$ cat config.mk
export PLATFORM = sky130hd
export DESIGN_NAME = sort4
export DESIGN_NICKNAME = d
export VERILOG_FILES = /design/src/rtl/sort4_pkg.sv /design/src/rtl/en_reg.sv /design/src/rtl/mux2.sv /design/src/rtl/sort4_cmp_swap.sv /design/src/rtl/sort4.sv
export SDC_FILE = /design/constraint.sdc
export NUM_CORES = 1
export LEC_CHECK = 0
export BUFFER_PORTS_ARGS = -buffer_cell sky130_fd_sc_hd__clkbuf_2
export CAP_MARGIN = 10
export CELL_PAD_IN_SITES_DETAIL_PLACEMENT = 0
export CELL_PAD_IN_SITES_GLOBAL_PLACEMENT = 1
export CORE_ASPECT_RATIO = 0.8
export CORE_UTILIZATION = 39
export CTS_CLUSTER_SIZE = 8
export DETAILED_ROUTE_END_ITERATION = 10
export PLACE_DENSITY_LB_ADDON = 0.1
export REMOVE_ABC_BUFFERS = 1
export SYNTH_ARGS = -nofsm -noshare
export SYNTH_HDL_FRONTEND = slang
export SYNTH_SLANG_ARGS = --single-unit
$ cat constraint.sdc
create_clock -name clk -period 4.5 [get_ports clk]
set_input_delay 0.225 -clock clk [delete_from_list [all_inputs] [get_ports clk]]
set_output_delay 0.225 -clock clk [all_outputs]
set_load 0.02 [all_outputs]
$ cat src/rtl/sort4_pkg.sv
// Shared definitions for the sort4 sequential sorter: state encoding,
// step count and the bubble-network pair schedule.
package sort4_pkg;

  typedef enum logic [1:0] {
    ST_IDLE = 2'd0,
    ST_SORT = 2'd1,
    ST_DONE = 2'd2
  } state_e;

  localparam int SORT_STEPS = 6;
  localparam logic [2:0] LAST_STEP = 3'(SORT_STEPS - 1);

  // Lower index i of the pair (i, i+1) handled at each step: 0,1,2,0,1,0.
  function automatic logic [1:0] pair_idx(input logic [2:0] step);
    logic [1:0] idx;
    idx = 2'd0;
    case (step)
      3'd0:    idx = 2'd0;
      3'd1:    idx = 2'd1;
      3'd2:    idx = 2'd2;
      3'd3:    idx = 2'd0;
      3'd4:    idx = 2'd1;
      default: idx = 2'd0;
    endcase
    return idx;
  endfunction

endpackage

$ cat src/rtl/en_reg.sv
// Existing enable-register primitive: asynchronous active-high clear,
// loads d_i on the rising edge when en_i is high.
module en_reg #(
  parameter int N = 4
) (
  input  logic         clk,
  input  logic         rst,
  input  logic         en_i,
  input  logic [N-1:0] d_i,
  output logic [N-1:0] q_o
);

  always_ff @(posedge clk or posedge rst) begin
    if (rst) begin
      q_o <= '0;
    end else if (en_i) begin
      q_o <= d_i;
    end
  end

endmodule

$ cat src/rtl/mux2.sv
// Existing 2:1 mux primitive of the lab datapath.
module mux2 #(
  parameter int N = 4
) (
  input  logic         sel_i,
  input  logic [N-1:0] d0_i,
  input  logic [N-1:0] d1_i,
  output logic [N-1:0] y_o
);

  assign y_o = sel_i ? d1_i : d0_i;

endmodule

$ cat src/rtl/sort4_cmp_swap.sv
// Combinational compare-exchange: orders an unsigned pair and flags
// whether the pair was out of order.
module cmp_swap #(
  parameter int N = 4
) (
  input  logic [N-1:0] a,
  input  logic [N-1:0] b,
  output logic [N-1:0] lo,
  output logic [N-1:0] hi,
  output logic         swap
);

  assign swap = (a > b);
  assign lo   = swap ? b : a;
  assign hi   = swap ? a : b;

endmodule

$ cat src/rtl/sort4.sv
// Four-entry in-place bubble sorter: one compare-exchange per cycle over
// six fixed steps, using a single shared cmp_swap.
module sort4
  import sort4_pkg::*;
#(
  parameter int N = 4
) (
  input  logic         clk,
  input  logic         rst,
  input  logic         start,
  input  logic [N-1:0] x0,
  input  logic [N-1:0] x1,
  input  logic [N-1:0] x2,
  input  logic [N-1:0] x3,
  output logic [N-1:0] s0,
  output logic [N-1:0] s1,
  output logic [N-1:0] s2,
  output logic [N-1:0] s3,
  output logic         busy,
  output logic         done,
  output state_e       dbg_state_o,
  output logic [2:0]   dbg_step_o
);

  // start is a one-cycle request honoured only in IDLE or DONE; done stays
  // high with s0..s3 valid until the next accepted start.
  state_e     state_q;
  logic [2:0] step_q;

  logic       accept;
  logic       xchg_en;
  logic [1:0] pair;
  logic [N-1:0] a_01, b_12, op_a, op_b, lo, hi;
  logic       swap;
  logic [N-1:0] s1_x, s2_x;
  logic [N-1:0] s0_d, s1_d, s2_d, s3_d;
  logic       en0, en1, en2, en3;

  assign accept  = start && (state_q != ST_SORT);
  assign pair    = pair_idx(step_q);
  assign xchg_en = (state_q == ST_SORT) && swap;

  // Operand select: a = s[pair], b = s[pair+1].
  mux2 #(.N(N)) u_a_lo (.sel_i(pair[0]), .d0_i(s0),   .d1_i(s1), .y_o(a_01));
  mux2 #(.N(N)) u_a_hi (.sel_i(pair[1]), .d0_i(a_01), .d1_i(s2), .y_o(op_a));
  mux2 #(.N(N)) u_b_lo (.sel_i(pair[0]), .d0_i(s1),   .d1_i(s2), .y_o(b_12));
  mux2 #(.N(N)) u_b_hi (.sel_i(pair[1]), .d0_i(b_12), .d1_i(s3), .y_o(op_b));

  cmp_swap #(.N(N)) u_cmp (.a(op_a), .b(op_b), .lo(lo), .hi(hi), .swap(swap));

  // s1 takes hi when it is the upper slot of pair 0, lo as lower slot of pair 1;
  // s2 likewise for pairs 1 and 2.
  mux2 #(.N(N)) u_s1_x (.sel_i(pair[0]), .d0_i(hi), .d1_i(lo), .y_o(s1_x));
  mux2 #(.N(N)) u_s2_x (.sel_i(pair[1]), .d0_i(hi), .d1_i(lo), .y_o(s2_x));

  mux2 #(.N(N)) u_s0_d (.sel_i(accept), .d0_i(lo),   .d1_i(x0), .y_o(s0_d));
  mux2 #(.N(N)) u_s1_d (.sel_i(accept), .d0_i(s1_x), .d1_i(x1), .y_o(s1_d));
  mux2 #(.N(N)) u_s2_d (.sel_i(accept), .d0_i(s2_x), .d1_i(x2), .y_o(s2_d));
  mux2 #(.N(N)) u_s3_d (.sel_i(accept), .d0_i(hi),   .d1_i(x3), .y_o(s3_d));

  // Only the active pair is written, and only when it actually swaps.
  assign en0 = accept || (xchg_en && (pair == 2'd0));
  assign en1 = accept || (xchg_en && (pair == 2'd0 || pair == 2'd1));
  assign en2 = accept || (xchg_en && (pair == 2'd1 || pair == 2'd2));
  assign en3 = accept || (xchg_en && (pair == 2'd2));

  en_reg #(.N(N)) u_r0 (.clk(clk), .rst(rst), .en_i(en0), .d_i(s0_d), .q_o(s0));
  en_reg #(.N(N)) u_r1 (.clk(clk), .rst(rst), .en_i(en1), .d_i(s1_d), .q_o(s1));
  en_reg #(.N(N)) u_r2 (.clk(clk), .rst(rst), .en_i(en2), .d_i(s2_d), .q_o(s2));
  en_reg #(.N(N)) u_r3 (.clk(clk), .rst(rst), .en_i(en3), .d_i(s3_d), .q_o(s3));

  always_ff @(posedge clk or posedge rst) begin
    if (rst) begin
      state_q <= ST_IDLE;
      step_q  <= 3'd0;
    end else begin
      case (state_q)
        ST_IDLE, ST_DONE: begin
          if (start) begin
            state_q <= ST_SORT;
            step_q  <= 3'd0;
          end
        end
        ST_SORT: begin
          if (step_q == LAST_STEP) begin
            state_q <= ST_DONE;
            step_q  <= 3'd0;
          end else begin
            step_q <= step_q + 3'd1;
          end
        end
        default: begin
          state_q <= ST_IDLE;
          step_q  <= 3'd0;
        end
      endcase
    end
  end

  assign busy        = (state_q == ST_SORT);
  assign done        = (state_q == ST_DONE);
  assign dbg_state_o = state_q;
  assign dbg_step_o  = step_q;

endmodule

## Word-level counts from Yosys, hierarchy flattened

Index checks and enable logic that the tools add are counted.

| storage, ports and cells | value |
|---|---|
| bits of input ports | 19 |
| logic and storage cells | 55 |
| output and inout port bits | 23 |
| register bits | 21 |

| operators by class | value |
|---|---|
| muxes and demuxes | 19 |
| eq/ne operators | 11 |
| reduce and logical (&&, ||, !) cells | 17 |
| add/subtract/negate cells | 1 |
| $lt $le $gt $ge | 1 |

Operators by type and width:

| kind | number |
|---|---|
| 2-to-1 mux 4 bit | 12 |
| one-hot mux 2 bit (2 select lines) | 2 |
| == test 3 bit, second input constant | 2 |
| logical AND 1 bit | 6 |
| logical OR 1 bit | 6 |
| 2-to-1 mux 3 bit | 2 |
| one-hot mux 3 bit (2 select lines) | 1 |
| == test 2 x 1 -> 1 bit, second input constant | 2 |
| == test 2 bit, second input constant | 2 |
| > comparator 4 bit | 1 |
| logical NOT 2 bit | 2 |
| 2-to-1 mux 2 bit | 2 |
| != test 2 x 1 -> 1 bit, second input constant | 2 |
| OR reduction 2 bit | 2 |
| adder 3 x 1 -> 3 bit, second input constant | 1 |
| == test 3 x 1 -> 1 bit, second input constant | 1 |
| == test 3 x 2 -> 1 bit, second input constant | 1 |
| != test 2 bit, second input constant | 1 |
| AND reduction 2 bit | 1 |

## Logic depth before layout (Yosys ltp)

| logic depth | value |
|---|---|
| depth in word-level cells | 9 |
| mapped depth | 17 |
| depth with buffers taken out | 13 |

## By module

Synthesis repeated with hierarchy kept, for this count alone.

| unflattened totals | value |
|---|---|
| cell total of the unflattened synthesis | 140 |
| area total of the unflattened synthesis | 1612.8 µm² |

Modules (own cells, without submodules):

| module | sequential area each (µm²) | area an instance (µm²) | cells an instance | times used |
|---|---|---|---|---|
| en_reg | 100.1 | 148.9 | 9 | 4 |
| mux2 | 0.0 | 45.0 | 4 | 10 |
| sort4 | 125.1 | 361.6 | 43 | 1 |
| cmp_swap | 0.0 | 205.2 | 21 | 1 |

## Worst setup path before layout

OpenSTA, ideal clock, no wires.

| timing | value |
|---|---|
| path type | register to register |
| from | register step_q[1], in the netlist dbg_step_o[1] |
| to | register u_r2.q_o[3] |
| buffers on the path | 6 |
| data arrival time | 3619 ps |
| stages on the path, launching flop included | 17 |
| data required time | 4413 ps |
| period minus slack after synthesis | 3706 ps |
| setup time | 87 ps |
| path slack | 794 ps |
| path through | dfrtp_1 > buf_2 > clkbuf_1 > nand2_1 > ha_1 > or4b_4 > buf_6 > buf_8 > o22ai_1 > inv_1 > ha_1 > o21a_1 > or2_2 > buf_1 > and3_1 > clkbuf_1 > a211oi_2 |

| on the way | value |
|---|---|
| longest elaborated chain between the ends | 9 |
| elaborated cells between the ends (all ways) | 20 |
| classes of those cells | 1 x order compare; 5 x eq/ne; 9 x mux; 5 x reduce/logical |

Ends and longest elaborated chain:

| item | line | text |
|---|---|---|
| start, declared | sort4.sv:28 | `logic [2:0] step_q;` |
| start signal, assigned | sort4.sv:89 | `step_q <= step_q + 3'd1;` |
| == test 3 bit / == test 3 x 1 -> 1 bit (equally long branches) | sort4_pkg.sv:18 | `case (step)` |
| OR reduction 2 bit (no line) | - |  |
| one-hot mux 2 bit (2 select lines) (*) | sort4_pkg.sv:18 |  |
| 2-to-1 mux 4 bit (2 in a row) | mux2.sv:11 | `assign y_o = sel_i ? d1_i : d0_i;` |
| > comparator 4 bit | sort4_cmp_swap.sv:13 | `assign swap = (a > b);` |
| 2-to-1 mux 4 bit (tied with other cells) | sort4_cmp_swap.sv:15 | `assign hi = swap ? a : b;` |
| 2-to-1 mux 4 bit / logical AND 1 bit (equally long branches) | mux2.sv:11, sort4.sv:64 |  |
| 2-to-1 mux 4 bit / logical OR 1 bit (equally long branches) | mux2.sv:11, sort4.sv:64 |  |
| end signal, assigned | en_reg.sv:17 | `q_o <= d_i;` |
| end, declared | en_reg.sv:10 | `output logic [N-1:0] q_o` |

Every way passes the cells marked *; elsewhere a longest branch is shown, timed or not.
A chain may end at the register's enable or synchronous reset.

## Final worst setup path

| timing | value |
|---|---|
| from | register step_q[0], in the netlist dbg_step_o[0] |
| to | register u_r1.q_o[3] |

| on the way | value |
|---|---|
| longest elaborated chain between the ends | 9 |
| elaborated cells between the ends (all ways) | 20 |
| classes of those cells | 1 x order compare; 4 x eq/ne; 9 x mux; 6 x reduce/logical |

Ends and longest elaborated chain:

| item | line |
|---|---|
| == test 3 bit / == test 3 x 1 -> 1 bit (equally long branches) | sort4_pkg.sv:18 |
| OR reduction 2 bit (no line) | - |
| one-hot mux 2 bit (2 select lines) (*) | sort4_pkg.sv:18 |
| 2-to-1 mux 4 bit (2 in a row) | mux2.sv:11 |
| > comparator 4 bit | sort4_cmp_swap.sv:13 |
| 2-to-1 mux 4 bit (tied with other cells) | sort4_cmp_swap.sv:15 |
| 2-to-1 mux 4 bit / logical AND 1 bit (equally long branches) | mux2.sv:11, sort4.sv:63 |
| 2-to-1 mux 4 bit / logical OR 1 bit (equally long branches) | mux2.sv:11, sort4.sv:63 |
| end signal, assigned | en_reg.sv:17 |
| end, declared | en_reg.sv:10 |

Marks and branches as above.

==> flow_metrics.env <==
export IMPL_cts_tree="yes"
export IMPL_start_util_pct=41.7
export IMPL_grt_ovfl_total=0
export IMPL_cts_resized=0
export IMPL_vias_per_cell=5.97
export IMPL_ff2ff_path_depth=12
export IMPL_tns_ps=0
export IMPL_rows=20
export IMPL_period_minus_slack_ps=4120
export IMPL_layout_commonest_cell="clkbuf_2"
export IMPL_clock_path_buffers=2
export IMPL_grt_util_met3_pct=3.54
export IMPL_path_cells="xnor2_1 > nor2_1 > inv_1 > ha_1 > or4b_4 > o22ai_1 > inv_1 > ha_1 > or3_1 > o211a_1 > a31oi_1 > a221oi_1"
export IMPL_drtIter0Drc=150
export IMPL_multiInputGateArea_um2=963
export IMPL_status="finished, final reports clean"
export IMPL_syn_to_final_growth_pct=15.5
export IMPL_layout_area_seq_um2=526
export IMPL_grt_antenna_before_repair=0
export IMPL_cts_setup_buffers=0
export IMPL_relSlewSlack_pct=34.7
export IMPL_postCtsHoldBufs=0
export IMPL_finClkSkew_ps=4.78
export IMPL_totalWireLength_um=4720
export IMPL_seq_area_frac_synth_pct=32.3
export IMPL_startpoint_type="register"
export IMPL_port_buffers=41
export IMPL_yosys_area_share_xor_xnor_pct=0.538
export IMPL_die_w_um=74.2
export IMPL_synth_compound_area_share_pct=31.2
export IMPL_busiest_layer="met2"
export IMPL_ys_ff_latch=21
export IMPL_synth_simple_gate_area_share_pct=18.5
export IMPL_synth_top_family_by_area="compound AO/OA/AOI/OAI gates"
export IMPL_grt_pass1_wl_um=7580
export IMPL_drv_cap=0
export IMPL_vias=1660
export IMPL_synthFlopType="dfrtp_1"
export IMPL_ys_async_sr_fraction_pct=100
export IMPL_numCtsBuffers=3
export IMPL_rsz0062_at_grt="no"
export IMPL_yosysWarningCount=0
export IMPL_io_pins=42
export IMPL_synth_edf_count=0
export IMPL_cp_required_ps=4630
export IMPL_synthAdderAreaFrac_pct=5.38
export IMPL_grt_max_degree=24
export IMPL_cp_max_fo=21
export IMPL_hold_viol=0
export IMPL_synth_mux_area_share_pct=3.69
export IMPL_final_antenna_net_count=0
export IMPL_grtUsageTotal_pct=23.1
export IMPL_die_area_um2=4430
export IMPL_crit_path_end_kind="register"
export IMPL_root_buffer="clkbuf_8"
export IMPL_cpPeakStageDelay_ps=730
export IMPL_worstMarginPinSlew_ps=975
export IMPL_max_freq_mhz=242
export IMPL_grt_util_met1_pct=34.4
export IMPL_wl_per_cell_um=17.0
export IMPL_critPathArrivalTime_ps=4260
export IMPL_worst_path_buf_inv=2
export IMPL_nNetsFinal=250
export IMPL_place_congestion=0.887
export IMPL_die_height_um=59.8
export IMPL_dr_pass1_iters=4
export IMPL_fillCellCount=410
export IMPL_first_global_vias=1526
export IMPL_slew_violations=0
export IMPL_r2r_end="u_r1.q_o[3]$_DFFE_PP0P_"
export IMPL_grtUsageMet2_pct=34.5
export IMPL_cp_slowest_cell="dfrtp_1"
export IMPL_drive_gt1_share_pct=24.2
export IMPL_layout_common_cells="41 x clkbuf_2, 21 x dfrtp_1, 18 x nor2_1"
export IMPL_ff2ff_setup_slack_ps=380
export IMPL_synth_cells=190
export IMPL_critical_path_top_delay_family="compound AO/OA/AOI/OAI gates"
export IMPL_cts_sinks=21
export IMPL_min_period_over_period_pct=91.6
export IMPL_post_synth_num_cell_types=45
export IMPL_coreArea_um2=3900
export IMPL_cts_htree_levels=1
export IMPL_remaining_drc_errors=0
export IMPL_netlist_area_um2=1630
export IMPL_r2r_start="dbg_step_o[0]$_DFFE_PP0P_"
export IMPL_syn_avg_cell_area_um2=8.56
export IMPL_path_clk_slew_ps=90
export IMPL_criticalPathCategory="register to register"
export IMPL_clock_latency_ps=270
export IMPL_dpl_hpwl_um=3560
export IMPL_diodes=0
export IMPL_holdCritPathClass="input port to async pin"
export IMPL_setup_viol=0
export IMPL_path_depth=12
[stage by stage]
stage	instances	util (%)	hold WS [ps]	area [µm²]	setup WS [ps]
after CTS	278	48.1	124	1880	455
after global placement	274	46.9	426	1830	563
after global routing	278	48.1	167	1880	54.7
final	278	48.1	85.9	1880	376
after detailed placement	274	46.9	427	1830	489
after floorplan	176	-	202	1540	692
[worst max path at each step]
stage                                          to                       from
after detailed placement  u_r1.q_o[3]$_DFFE_PP0P_  dbg_step_o[0]$_DFFE_PP0P_
final                     u_r1.q_o[3]$_DFFE_PP0P_  dbg_step_o[0]$_DFFE_PP0P_
after global placement    u_r1.q_o[3]$_DFFE_PP0P_  dbg_step_o[0]$_DFFE_PP0P_
after floorplan           u_r1.q_o[0]$_DFFE_PP0P_  dbg_step_o[0]$_DFFE_PP0P_
after global routing      u_r1.q_o[1]$_DFFE_PP0P_  dbg_step_o[0]$_DFFE_PP0P_
after CTS                 u_r1.q_o[3]$_DFFE_PP0P_  dbg_step_o[0]$_DFFE_PP0P_
[area by class of cell]
class	instances	share of cell area, %
repair buffers	43	11.7
inverters	14	2.80
multi-input cells	141	51.3
clock inverters	1	0.399
well taps	55	3.66
clock buffers	3	2.20
flip-flops and latches	21	28.0
[cell usage after synthesis (all sizes together), types with 6 or more instances]
| library cell | n | area share, % |
|---|---|---|
| a221oi | 6 | 3.2 |
| o21a | 6 | 2.8 |
| mux2i | 6 | 3.7 |
| nand2 | 14 | 3.2 |
| nor2 | 18 | 4.2 |
| o21ai | 11 | 3.4 |
| o22ai | 9 | 4.2 |
| o211ai | 17 | 8.2 |
| inv | 14 | 3.2 |
| ha | 7 | 5.4 |
| dfrtp | 21 | 32 |
| buf | 7 | 3.6 |
| clkbuf | 7 | 1.6 |
[logic make-up (layout without fill, tap and decap cells)]
logic type | Yosys count | count (layout)
AND/OR/NAND/NOR | 59 | 59
XOR/XNOR | 1 | 1
flip-flops | 21 | 21
AO/OA/AOI/OAI | 68 | 68
multiplexers | 6 | 6
adder cells (fa/ha/maj) | 7 | 7
buffers and inverters | 28 | 61
[routing by layer]
metal  wire, µm  vias up  part of all wire (%)
met2       2000       72                    42
li1           -      774                     -
met4         60        0                   1.3
met1       2350      806                    50
met3        300        8                   6.4
met5          0        -                     0
[flip-flops by register name (all words and copies together), names as in the netlist]
| register | count |
|---|---|
| u_r3.q_o | 4 |
| dbg_step_o | 3 |
| u_r1.q_o | 4 |
| u_r0.q_o | 4 |
| u_r2.q_o | 4 |
| dbg_state_o | 2 |
[worst reg2reg max path: cells and delay by family (launching register included)]
family | cells | cell delay [ps]
DFF | 1 | 730
adders and majority gates | 2 | 480
AOI/OAI and AO/OA | 4 | 1220
buffers and inverters | 2 | 220
and+or+nand+nor | 3 | 1150
xor gates and xnor gates | 1 | 170
Power is left out: the tool's default activity adds up to more than one toggle a clock period on the data nets, which glitch-free logic cannot reach.
